==> config.mk <==
export PLATFORM = sky130hd
export DESIGN_NAME = fifo_addr_ctrl_flat
export DESIGN_NICKNAME = d
export VERILOG_FILES = /design/src/rtl/fifo_addr_ctrl_pkg.sv /design/src/rtl/fifo_addr_ctrl_if.sv /design/src/rtl/fifo_addr_ctrl_ptr.sv /design/src/rtl/fifo_addr_ctrl.sv /design/src/flat_wrapper.sv
export SDC_FILE = /design/constraint.sdc
export NUM_CORES = 1
export LEC_CHECK = 0
export ABC_CLOCK_PERIOD_IN_PS = 2600
export BUFFER_PORTS_ARGS = -buffer_cell sky130_fd_sc_hd__buf_2
export CAP_MARGIN = 20
export CORE_MARGIN = 1.5
export CORE_UTILIZATION = 30
export DETAILED_ROUTE_END_ITERATION = 12
export GPL_TIMING_DRIVEN = 0
export SLEW_MARGIN = 0
export SYNTH_ARGS = -nofsm -noshare
export SYNTH_HDL_FRONTEND = slang
export SYNTH_SLANG_ARGS = --single-unit
==> constraint.sdc <==
create_clock -name clk -period 2.6 [get_ports clk]
set_clock_uncertainty 0.1 [all_clocks]
set_input_delay 0.13 -clock clk [delete_from_list [all_inputs] [get_ports clk]]
set_output_delay 0.13 -clock clk [all_outputs]
set_load 0.02 [all_outputs]
==> src/rtl/fifo_addr_ctrl_pkg.sv <==
// fifo_pkg: shared types and helpers for the FIFO address controller.
//   lvl_op_e  - level counter operation for the current cycle
//   LVL_W     - bits needed to hold an occupancy of 0..depth
//   ptr_next  - pointer increment with explicit wrap at depth-1
package fifo_pkg;

  typedef enum logic [1:0] {
    LVL_HOLD,
    LVL_INC,
    LVL_DEC
  } lvl_op_e;

  function automatic int unsigned LVL_W(input int unsigned depth);
    return $clog2(depth + 1);
  endfunction

  // Wrap by compare so non-power-of-two depths work.
  function automatic int unsigned ptr_next(input int unsigned ptr, input int unsigned depth);
    return (ptr == depth - 1) ? 0 : ptr + 1;
  endfunction

endpackage

==> src/rtl/fifo_addr_ctrl_if.sv <==
// fifo_addr_ctrl_if: request/grant, address and status bundle of fifo_addr_ctrl.
//   master : drives en, flush, we, re, err_clr; observes everything else
//   slave  : the controller side
//   wr_addr/rd_addr are AW bits, level is AW+1 bits (0..DEPTH).
interface fifo_addr_ctrl_if #(
  parameter int unsigned DEPTH = 16,
  parameter int unsigned AW    = $clog2(DEPTH)
);
  logic          en;
  logic          flush;
  logic          we;
  logic          re;
  logic          err_clr;
  logic          we_n;
  logic          re_n;
  logic          drop;
  logic [AW-1:0] wr_addr;
  logic [AW-1:0] rd_addr;
  logic [AW:0]   level;
  logic          empty;
  logic          full;
  logic          almost_empty;
  logic          almost_full;
  logic          overflow;
  logic          underflow;

  modport master (
    output en, flush, we, re, err_clr,
    input  we_n, re_n, drop, wr_addr, rd_addr, level,
    input  empty, full, almost_empty, almost_full, overflow, underflow
  );

  modport slave (
    input  en, flush, we, re, err_clr,
    output we_n, re_n, drop, wr_addr, rd_addr, level,
    output empty, full, almost_empty, almost_full, overflow, underflow
  );
endinterface

==> src/rtl/fifo_addr_ctrl_ptr.sv <==
// mod_ptr: wrapping address pointer 0..DEPTH-1.
//   clk, rst : clock, synchronous active-high reset
//   clr      : synchronous clear to 0 (wins over inc)
//   inc      : advance by one, wrapping DEPTH-1 -> 0
//   ptr      : registered pointer value
module mod_ptr
  import fifo_pkg::*;
#(
  parameter  int unsigned DEPTH = 16,
  localparam int unsigned AW    = $clog2(DEPTH)
) (
  input  logic          clk,
  input  logic          rst,
  input  logic          clr,
  input  logic          inc,
  output logic [AW-1:0] ptr
);

  logic [AW-1:0] ptr_q;
  logic [AW-1:0] ptr_d;

  always_comb begin
    ptr_d = ptr_q;
    if (clr) begin
      ptr_d = '0;
    end else if (inc) begin
      ptr_d = AW'(ptr_next(32'(ptr_q), DEPTH));
    end
  end

  always_ff @(posedge clk) begin
    if (rst) begin
      ptr_q <= '0;
    end else begin
      ptr_q <= ptr_d;
    end
  end

  assign ptr = ptr_q;

endmodule

==> src/rtl/fifo_addr_ctrl.sv <==
// fifo_addr_ctrl: FIFO address/occupancy controller for a RAM pair.
//   clk, rst : single clock, synchronous active-high reset
//   bus      : fifo_addr_ctrl_if.slave - requests in; grants (combinational),
//              addresses and level (registered), status decoded from level,
//              sticky overflow/underflow.
// Parameters: DEPTH (any >= 2), AW, AF_THRESH, AE_THRESH, OVERWRITE.
// Optional macro FIFO_ADDR_CTRL_ERR_EN compiles in the sticky error flags;
// without it overflow/underflow read 0 and err_clr is ignored.
module fifo_addr_ctrl
  import fifo_pkg::*;
#(
  parameter int unsigned DEPTH     = 16,
  parameter int unsigned AW        = $clog2(DEPTH),
  parameter int unsigned AF_THRESH = DEPTH - 2,
  parameter int unsigned AE_THRESH = 2,
  parameter int unsigned OVERWRITE = 0
) (
  input logic           clk,
  input logic           rst,
  fifo_addr_ctrl_if.slave bus
);

  localparam logic [AW:0] DEPTH_L = (AW + 1)'(DEPTH);
  localparam logic [AW:0] AF_L    = (AW + 1)'(AF_THRESH);
  localparam logic [AW:0] AE_L    = (AW + 1)'(AE_THRESH);
  localparam logic [AW:0] ONE_L   = (AW + 1)'(1);
  localparam logic        OVW     = (OVERWRITE != 0);

  logic [AW:0] level_q;
  logic [AW:0] level_d;
  lvl_op_e     lvl_op;
  logic        empty;
  logic        full;
  logic        re_n;
  logic        we_n;
  logic        drop;
  logic        clr;
  logic        act;

  // Gate applied to every grant and to flush: disabled means fully frozen.
  assign act   = bus.en & ~bus.flush;
  assign clr   = bus.en & bus.flush;

  assign empty = (level_q == '0);
  assign full  = (level_q == DEPTH_L);

  assign re_n  = act & bus.re & ~empty;
  assign we_n  = act & bus.we & (~full | re_n | OVW);
  // Lossy write into a full FIFO: the oldest entry is retired via rd_addr.
  assign drop  = OVW & act & bus.we & full & ~bus.re;

  mod_ptr #(.DEPTH(DEPTH)) u_wr_ptr (
    .clk (clk),
    .rst (rst),
    .clr (clr),
    .inc (we_n),
    .ptr (bus.wr_addr)
  );

  mod_ptr #(.DEPTH(DEPTH)) u_rd_ptr (
    .clk (clk),
    .rst (rst),
    .clr (clr),
    .inc (re_n | drop),
    .ptr (bus.rd_addr)
  );

  always_comb begin
    lvl_op = LVL_HOLD;
    if (we_n & ~re_n & ~drop) begin
      lvl_op = LVL_INC;
    end else if (re_n & ~we_n) begin
      lvl_op = LVL_DEC;
    end
  end

  always_comb begin
    level_d = level_q;
    if (clr) begin
      level_d = '0;
    end else begin
      unique case (lvl_op)
        LVL_INC: level_d = level_q + ONE_L;
        LVL_DEC: level_d = level_q - ONE_L;
        default: level_d = level_q;
      endcase
    end
  end

  always_ff @(posedge clk) begin
    if (rst) begin
      level_q <= '0;
    end else begin
      level_q <= level_d;
    end
  end

`ifdef FIFO_ADDR_CTRL_ERR_EN
  logic overflow_q;
  logic overflow_d;
  logic underflow_q;
  logic underflow_d;

  // Set conditions are applied after err_clr so a new error is never lost.
  always_comb begin
    overflow_d  = overflow_q;
    underflow_d = underflow_q;
    if (bus.err_clr) begin
      overflow_d  = 1'b0;
      underflow_d = 1'b0;
    end
    if ((act & bus.we & ~we_n) | drop) begin
      overflow_d = 1'b1;
    end
    if (act & bus.re & empty) begin
      underflow_d = 1'b1;
    end
  end

  always_ff @(posedge clk) begin
    if (rst) begin
      overflow_q  <= 1'b0;
      underflow_q <= 1'b0;
    end else begin
      overflow_q  <= overflow_d;
      underflow_q <= underflow_d;
    end
  end

  assign bus.overflow  = overflow_q;
  assign bus.underflow = underflow_q;
`else
  logic unused_err_clr;
  assign unused_err_clr = bus.err_clr;
  assign bus.overflow   = 1'b0;
  assign bus.underflow  = 1'b0;
`endif

  assign bus.we_n         = we_n;
  assign bus.re_n         = re_n;
  assign bus.drop         = drop;
  assign bus.level        = level_q;
  assign bus.empty        = empty;
  assign bus.full         = full;
  assign bus.almost_empty = (level_q <= AE_L);
  assign bus.almost_full  = (level_q >= AF_L);

endmodule

==> src/flat_wrapper.sv <==
// flat-port wrapper written by rule: the top's interface ports become plain ports
module fifo_addr_ctrl_flat import fifo_pkg::*;
#(
  parameter int unsigned DEPTH     = 16,
  parameter int unsigned AW        = $clog2(DEPTH),
  parameter int unsigned AF_THRESH = DEPTH - 2,
  parameter int unsigned AE_THRESH = 2,
  parameter int unsigned OVERWRITE = 0
)
  (clk, rst, bus_en, bus_flush, bus_we, bus_re, bus_err_clr, bus_we_n, bus_re_n, bus_drop, bus_wr_addr, bus_rd_addr, bus_level, bus_empty, bus_full, bus_almost_empty, bus_almost_full, bus_overflow, bus_underflow);
  fifo_addr_ctrl_if #(.DEPTH(DEPTH), .AW(AW)) bus_i ();
  input logic clk;
  input logic rst;
  input wire logic [$bits(bus_i.en)-1:0] bus_en;
  input wire logic [$bits(bus_i.flush)-1:0] bus_flush;
  input wire logic [$bits(bus_i.we)-1:0] bus_we;
  input wire logic [$bits(bus_i.re)-1:0] bus_re;
  input wire logic [$bits(bus_i.err_clr)-1:0] bus_err_clr;
  output wire logic [$bits(bus_i.we_n)-1:0] bus_we_n;
  output wire logic [$bits(bus_i.re_n)-1:0] bus_re_n;
  output wire logic [$bits(bus_i.drop)-1:0] bus_drop;
  output wire logic [$bits(bus_i.wr_addr)-1:0] bus_wr_addr;
  output wire logic [$bits(bus_i.rd_addr)-1:0] bus_rd_addr;
  output wire logic [$bits(bus_i.level)-1:0] bus_level;
  output wire logic [$bits(bus_i.empty)-1:0] bus_empty;
  output wire logic [$bits(bus_i.full)-1:0] bus_full;
  output wire logic [$bits(bus_i.almost_empty)-1:0] bus_almost_empty;
  output wire logic [$bits(bus_i.almost_full)-1:0] bus_almost_full;
  output wire logic [$bits(bus_i.overflow)-1:0] bus_overflow;
  output wire logic [$bits(bus_i.underflow)-1:0] bus_underflow;
  assign bus_i.en = bus_en;
  assign bus_i.flush = bus_flush;
  assign bus_i.we = bus_we;
  assign bus_i.re = bus_re;
  assign bus_i.err_clr = bus_err_clr;
  assign bus_we_n = bus_i.we_n;
  assign bus_re_n = bus_i.re_n;
  assign bus_drop = bus_i.drop;
  assign bus_wr_addr = bus_i.wr_addr;
  assign bus_rd_addr = bus_i.rd_addr;
  assign bus_level = bus_i.level;
  assign bus_empty = bus_i.empty;
  assign bus_full = bus_i.full;
  assign bus_almost_empty = bus_i.almost_empty;
  assign bus_almost_full = bus_i.almost_full;
  assign bus_overflow = bus_i.overflow;
  assign bus_underflow = bus_i.underflow;
  fifo_addr_ctrl #(.DEPTH(DEPTH), .AW(AW), .AF_THRESH(AF_THRESH), .AE_THRESH(AE_THRESH), .OVERWRITE(OVERWRITE)) u_core (.clk(clk), .rst(rst), .bus(bus_i));
endmodule
# Yosys cells after proc, flatten, opt, wreduce, memory -nomap -nowiden
# Index checks and enable logic that the tools add are counted.
[totals] register_bits=13 inputBits=7 output_inout_bits=22 word_cells=36
[op_classes] n_addsub=4 n_lt_le_gt_ge=2 eq_ne=5 mux=5 bitwise=14 n_reduce_logical=3
[ops] operator="one-hot mux 5 bit (2 select lines)" count=1
[ops] operator="adder 4 x 1 -> 4 bit (second input constant)" count=2
[ops] operator="bitwise AND 1 bit" count=8
[ops] operator="equality test 4 bit (second input constant)" count=2
[ops] operator="two-way mux 4 bit" count=2
[ops] operator="adder 5 x 1 -> 5 bit (second input constant)" count=1
[ops] operator="equality test 5 bit (second input constant)" count=1
[ops] operator=">= comparator 5 x 4 -> 1 bit (second input constant)" count=1
[ops] operator="<= comparator 5 x 2 -> 1 bit (second input constant)" count=1
[ops] operator="logical NOT 5 bit" count=1
[ops] operator="NOT 1 bit" count=5
[ops] operator="subtractor 5 x 1 -> 5 bit (second input constant)" count=1
[ops] operator="two-way mux 2 bit" count=2
[ops] operator="equality test 2 x 1 -> 1 bit (second input constant)" count=1
[ops] operator="equality test 2 bit (second input constant)" count=1
[ops] operator="nonzero test 2 bit" count=1
[ops] operator="OR reduction 2 bit" count=1
[ops] operator="OR 1 bit" count=1

# Longest topological paths before layout
[depth] ltp_word=12 depth_mapped=8 mapped_depth_nobuf=8

# Modules after synthesis
# A second synthesis with hierarchy kept.
[unflattened] cells_unflattened=90 area_unflattened_um2=829.5
[by_module_without_submodules] mod="fifo_addr_ctrl" instances=1 cells_each=52 area_each_um2=456.7 seq_area_each_um2=100.1
[by_module_without_submodules] mod="mod_ptr" instances=2 cells_each=19 area_each_um2=186.4 seq_area_each_um2=80.1

# Worst setup path before layout
# No wires, ideal clock.
[synth_path] kind="flip-flop to flip-flop" startpoint="reg u_core.level_q[0], in the netlist u_core.bus.level[0]" endpoint="reg u_core.level_q[4], in the netlist u_core.bus.level[4]" setup_ps=63 t_arrival_ps=2256 required_time_ps=2437 slack_ps=181 path_stages_with_launch=9 n_path_buf=0 synth_period_minus_slack_ps=2419 path_cell_list="dfxtp_1 or4_4 o21ai_4 inv_2 ha_1 nor2_1 a21oi_1 or4_1 nand3b_1"
[synth_between] elab_chain_len=11 elab_cells_between_ends=19 cone_classes="add/sub: 2; eq/ne: 3; mux: 3; bitwise: 9; reduce/logical: 2"
[synth_rtl] element="from (decl)" line_no="fifo_addr_ctrl.sv:29" rtl="logic [AW:0] level_q;"
[synth_rtl] element="from (signal assigned)" line_no="fifo_addr_ctrl.sv:94" rtl="level_q <= level_d;"
[synth_rtl] element="logical NOT 5 bit" line_no="fifo_addr_ctrl.sv:44" rtl="assign empty = (level_q == '0);"
[synth_rtl] element="NOT 1 bit" line_no="fifo_addr_ctrl.sv:47" rtl="assign re_n = act & bus.re & ~empty;"
[synth_rtl] element="bitwise AND 1 bit" line_no="fifo_addr_ctrl.sv:47"
[synth_rtl] element="OR 1 bit" line_no="fifo_addr_ctrl.sv:48" rtl="assign we_n = act & bus.we & (~full | re_n | OVW);"
[synth_rtl] element="bitwise AND 1 bit" line_no="fifo_addr_ctrl.sv:48"
[synth_rtl] element="NOT 1 bit" line_no="fifo_addr_ctrl.sv:72" rtl="end else if (re_n & ~we_n) begin"
[synth_rtl] element="bitwise AND 1 bit" line_no="fifo_addr_ctrl.sv:72"
[synth_rtl] element="two-way mux 2 bit" line_no="fifo_addr_ctrl.sv:72"
[synth_rtl] element="two-way mux 2 bit" line_no="fifo_addr_ctrl.sv:70" rtl="if (we_n & ~re_n & ~drop) begin"
[synth_rtl] element="equality test 2 bit or equality test 2 x 1 -> 1 bit (tied branches)" line_no="fifo_addr_ctrl.sv:82" rtl="unique case (lvl_op)"
[synth_rtl] element="one-hot mux 5 bit (2 select lines) or nonzero test 2 bit (tied branches)"
# Parallel ways exist; a longest one is shown, timed or not.
# A chain may end at the register's enable or synchronous reset.

# Worst setup path in the final report
# Ends and elaborated chain as after synthesis.

==> flow_metrics.env <==
export IMPL_synth_seq_cells=13
export IMPL_root_buffer="clkbuf_4"
export IMPL_maxCapViolations=0
export IMPL_synth_seq_area_share=0.295
export IMPL_cp_end_kind="flop"
export IMPL_path_max_fanout=9
export IMPL_rsz0062_at_grt="false"
export IMPL_whs_ns=0.0429
export IMPL_reg2reg_from="u_core.bus.level[0]$_SDFFE_PP0P_"
export IMPL_clkLatencyLatePin_ns=0.27
export IMPL_hold_viol=0
export IMPL_combPwrFrac=0.155
export IMPL_finalSetupViolations=0
export IMPL_mostFrequentLayoutCells="25 x buf_2, 10 x dfxtp_1, 9 x nor2_1, 8 x a21oi_1, 6 x nand2_1"
export IMPL_port_buffer_count=24
export IMPL_track_usage=0.128
export IMPL_gp_congestion=0.800
export IMPL_cp_start_kind="flop"
export IMPL_syn_avg_cell_area_um2=8.56
export IMPL_initial_core_util=0.317
export IMPL_p_sw_uw=108
export IMPL_synth_edf_count=0
export IMPL_grt_pass1_wl_mm=3.31
export IMPL_syn_inst=103
export IMPL_synth_area_um2=882
export IMPL_grt_max_degree=11
export IMPL_numCtsBuffers=3
export IMPL_tns_ns=0
export IMPL_hpwl_mm=1.58
export IMPL_ir_drop_uv=255
export IMPL_p_int_uw=284
export IMPL_antenna_diode_count=0
export IMPL_sequentialPowerShare=0.525
export IMPL_pwr_density_cell_nw_per_um2=348
export IMPL_clkTransAtPathRegs_ns=0.09
export IMPL_area_delta_synth_final_pct=27.9
export IMPL_hold_path_depth=3
export IMPL_drv_slew=0
export IMPL_die_width_um=57.2
export IMPL_r2r_cells=8
export IMPL_worstSetupPathType="reg2reg"
export IMPL_drive_gt1_frac=0.356
export IMPL_drc=0
export IMPL_h_tree_depth=1
export IMPL_min_to="u_core.bus.level[1]$_SDFFE_PP0P_"
export IMPL_synth_top_flop_cell="dfxtp_1"
export IMPL_arrival_ns=2.61
export IMPL_max_slew_margin=0.575
export IMPL_p_sw_frac=0.276
export IMPL_cts_hold_buf=0
export IMPL_rr_endpoint="u_core.bus.level[4]$_SDFFE_PP0P_"
export IMPL_period_needed_ns=2.49
export IMPL_finalNetCount=149
export IMPL_drt_iter0_drc=24
export IMPL_antenna_found_initial=0
export IMPL_synth_warnings=0
export IMPL_worst_pin_slew_ns=0.634
export IMPL_drtPass1Iterations=4
export IMPL_p_clk_frac=0.320
export IMPL_power_leakage_uw=0.000487
export IMPL_die_y_um=57.2
export IMPL_cts_tree="built"
export IMPL_fin_crit_sh=0.960
export IMPL_cts_path_max_buffers=2
export IMPL_layout_commonest_cell="buf_2"
export IMPL_routed_wl_mm=2.13
export IMPL_ff2ff_setup_slack_ns=0.11
export IMPL_cts_sinks=13
export IMPL_cp_required_ns=2.72
export IMPL_min_delay_start="rst"
export IMPL_worstSetupStartpoint="u_core.bus.level[0]$_SDFFE_PP0P_"
export IMPL_vias_per_cell=5.34
export IMPL_status="complete, no violations"
export IMPL_die_area_um2=3270
export IMPL_ant_nets=0
export IMPL_grt_pass1_vias=775
export IMPL_num_rows=19
export IMPL_async_flop_share=0
export IMPL_core_area_um2=2780
export IMPL_worstHoldPathType="in2reg"
export IMPL_fmax_mhz=401
export IMPL_ioPinCount=29
export IMPL_overflow=0
export IMPL_vias=887
export IMPL_wl_per_cell_um=12.9
export IMPL_yosysUniqueCellTypes=40
cells in the mapped netlist (2+ instances only):
cell type	n	area [um2]
dfxtp_1	13	260
nor2_1	11	41.3
a21oi_1	8	40.0
nand2_1	6	22.5
ha_1	5	62.6
inv_1	5	18.8
mux2i_1	5	50.1
nand3_1	5	25.0
a2111oi_0	3	26.3
a31oi_1	3	18.8
buf_4	3	22.5
nand3b_1	3	22.5
a211oi_1	2	15.0
a21o_1	2	15.0
nor3_1	2	10.0
o21ai_0	2	10.0
xnor2_1	2	17.5
registers in the layout, indices dropped and copies added (netlist names):
name,count
u_core.bus.level,5
u_core.u_rd_ptr.ptr,4
u_core.u_wr_ptr.ptr,4
cell type report:
cell class                      count  area, um2
Tap cell                           31       38.8
Sequential cell                    13        264
Buffer                              5       31.3
Clock buffer                        4       26.3
Fill cell                         290       1650
Inverter                            6       22.5
Timing Repair Buffer               26        135
Multi-Input combinational cell     81        611
per-layer routing:
| layer | global-route usage | share of wire | vias to the layer above |
|---|---|---|---|
| met2 | 0.210 | 0.46 | 17 |
| li1 | - | - | 451 |
| met4 | 0.0299 | 0.0037 | 0 |
| met1 | 0.169 | 0.48 | 417 |
| met3 | 0.0340 | 0.046 | 2 |
| met5 | 0 | 0 | - |
how the worst max path moves through the flow:
stage	slack, ns	endpoint	cells past startpoint
global route	0.003	u_core.bus.level[4]$_SDFFE_PP0P_	8
floorplan	0.18	u_core.bus.level[4]$_SDFFE_PP0P_	8
finish	0.11	u_core.bus.level[4]$_SDFFE_PP0P_	8
CTS	0.004	u_core.bus.level[4]$_SDFFE_PP0P_	8
global placement	0.10	u_core.bus.level[4]$_SDFFE_PP0P_	8
detailed placement	0.03	u_core.bus.level[4]$_SDFFE_PP0P_	8
power by group through the flow:
stage	clock network (uW)	registers, uW	logic (uW)
after floorplan	0	213	39.2
after detailed placement	0	210	59.1
after global routing	138	207	66.5
final	125	206	60.7
after global placement	0	210	58.8
after CTS	135	206	59.3
critical path: stages, from the launching register on:
cell      delay, ns
dfxtp_2        0.37
or4_4          0.57
o21ai_4        0.21
inv_2          0.13
ha_1           0.35
nor2_4         0.14
a21oi_1        0.07
or4_1          0.40
nand3b_1       0.09
stage by stage:
stage          instance area (um2)  utilization  cells  worst slack, ns  total power (uW)
6_report                      1130        0.406    166            0.105               392
5_1_grt                       1130        0.406    166          0.00291               411
3_5_place_dp                  1050        0.377    160           0.0262               270
4_1_cts                       1070        0.386    164          0.00399               400
3_3_place_gp                  1050        0.377    160            0.103               269
2_1_floorplan                  890            -    105            0.181               252
cell families after synthesis:
family,after synthesis,synth area share
other,1,0.00425
buffers and inverters,11,0.0610
multiplexers,5,0.0567
AND/OR/NAND/NOR,33,0.201
flip-flops,13,0.295
XOR/XNOR,2,0.0199
AO/OA/AOI/OAI,32,0.268
adder cells (fa/ha/maj),6,0.0936
timing repair:
action,in CTS,in global routing
setup buffers,0,2
endpoints found under the setup margin,0,2
resized for setup,0,11
Note: power is estimated with default switching activity, not from simulation.
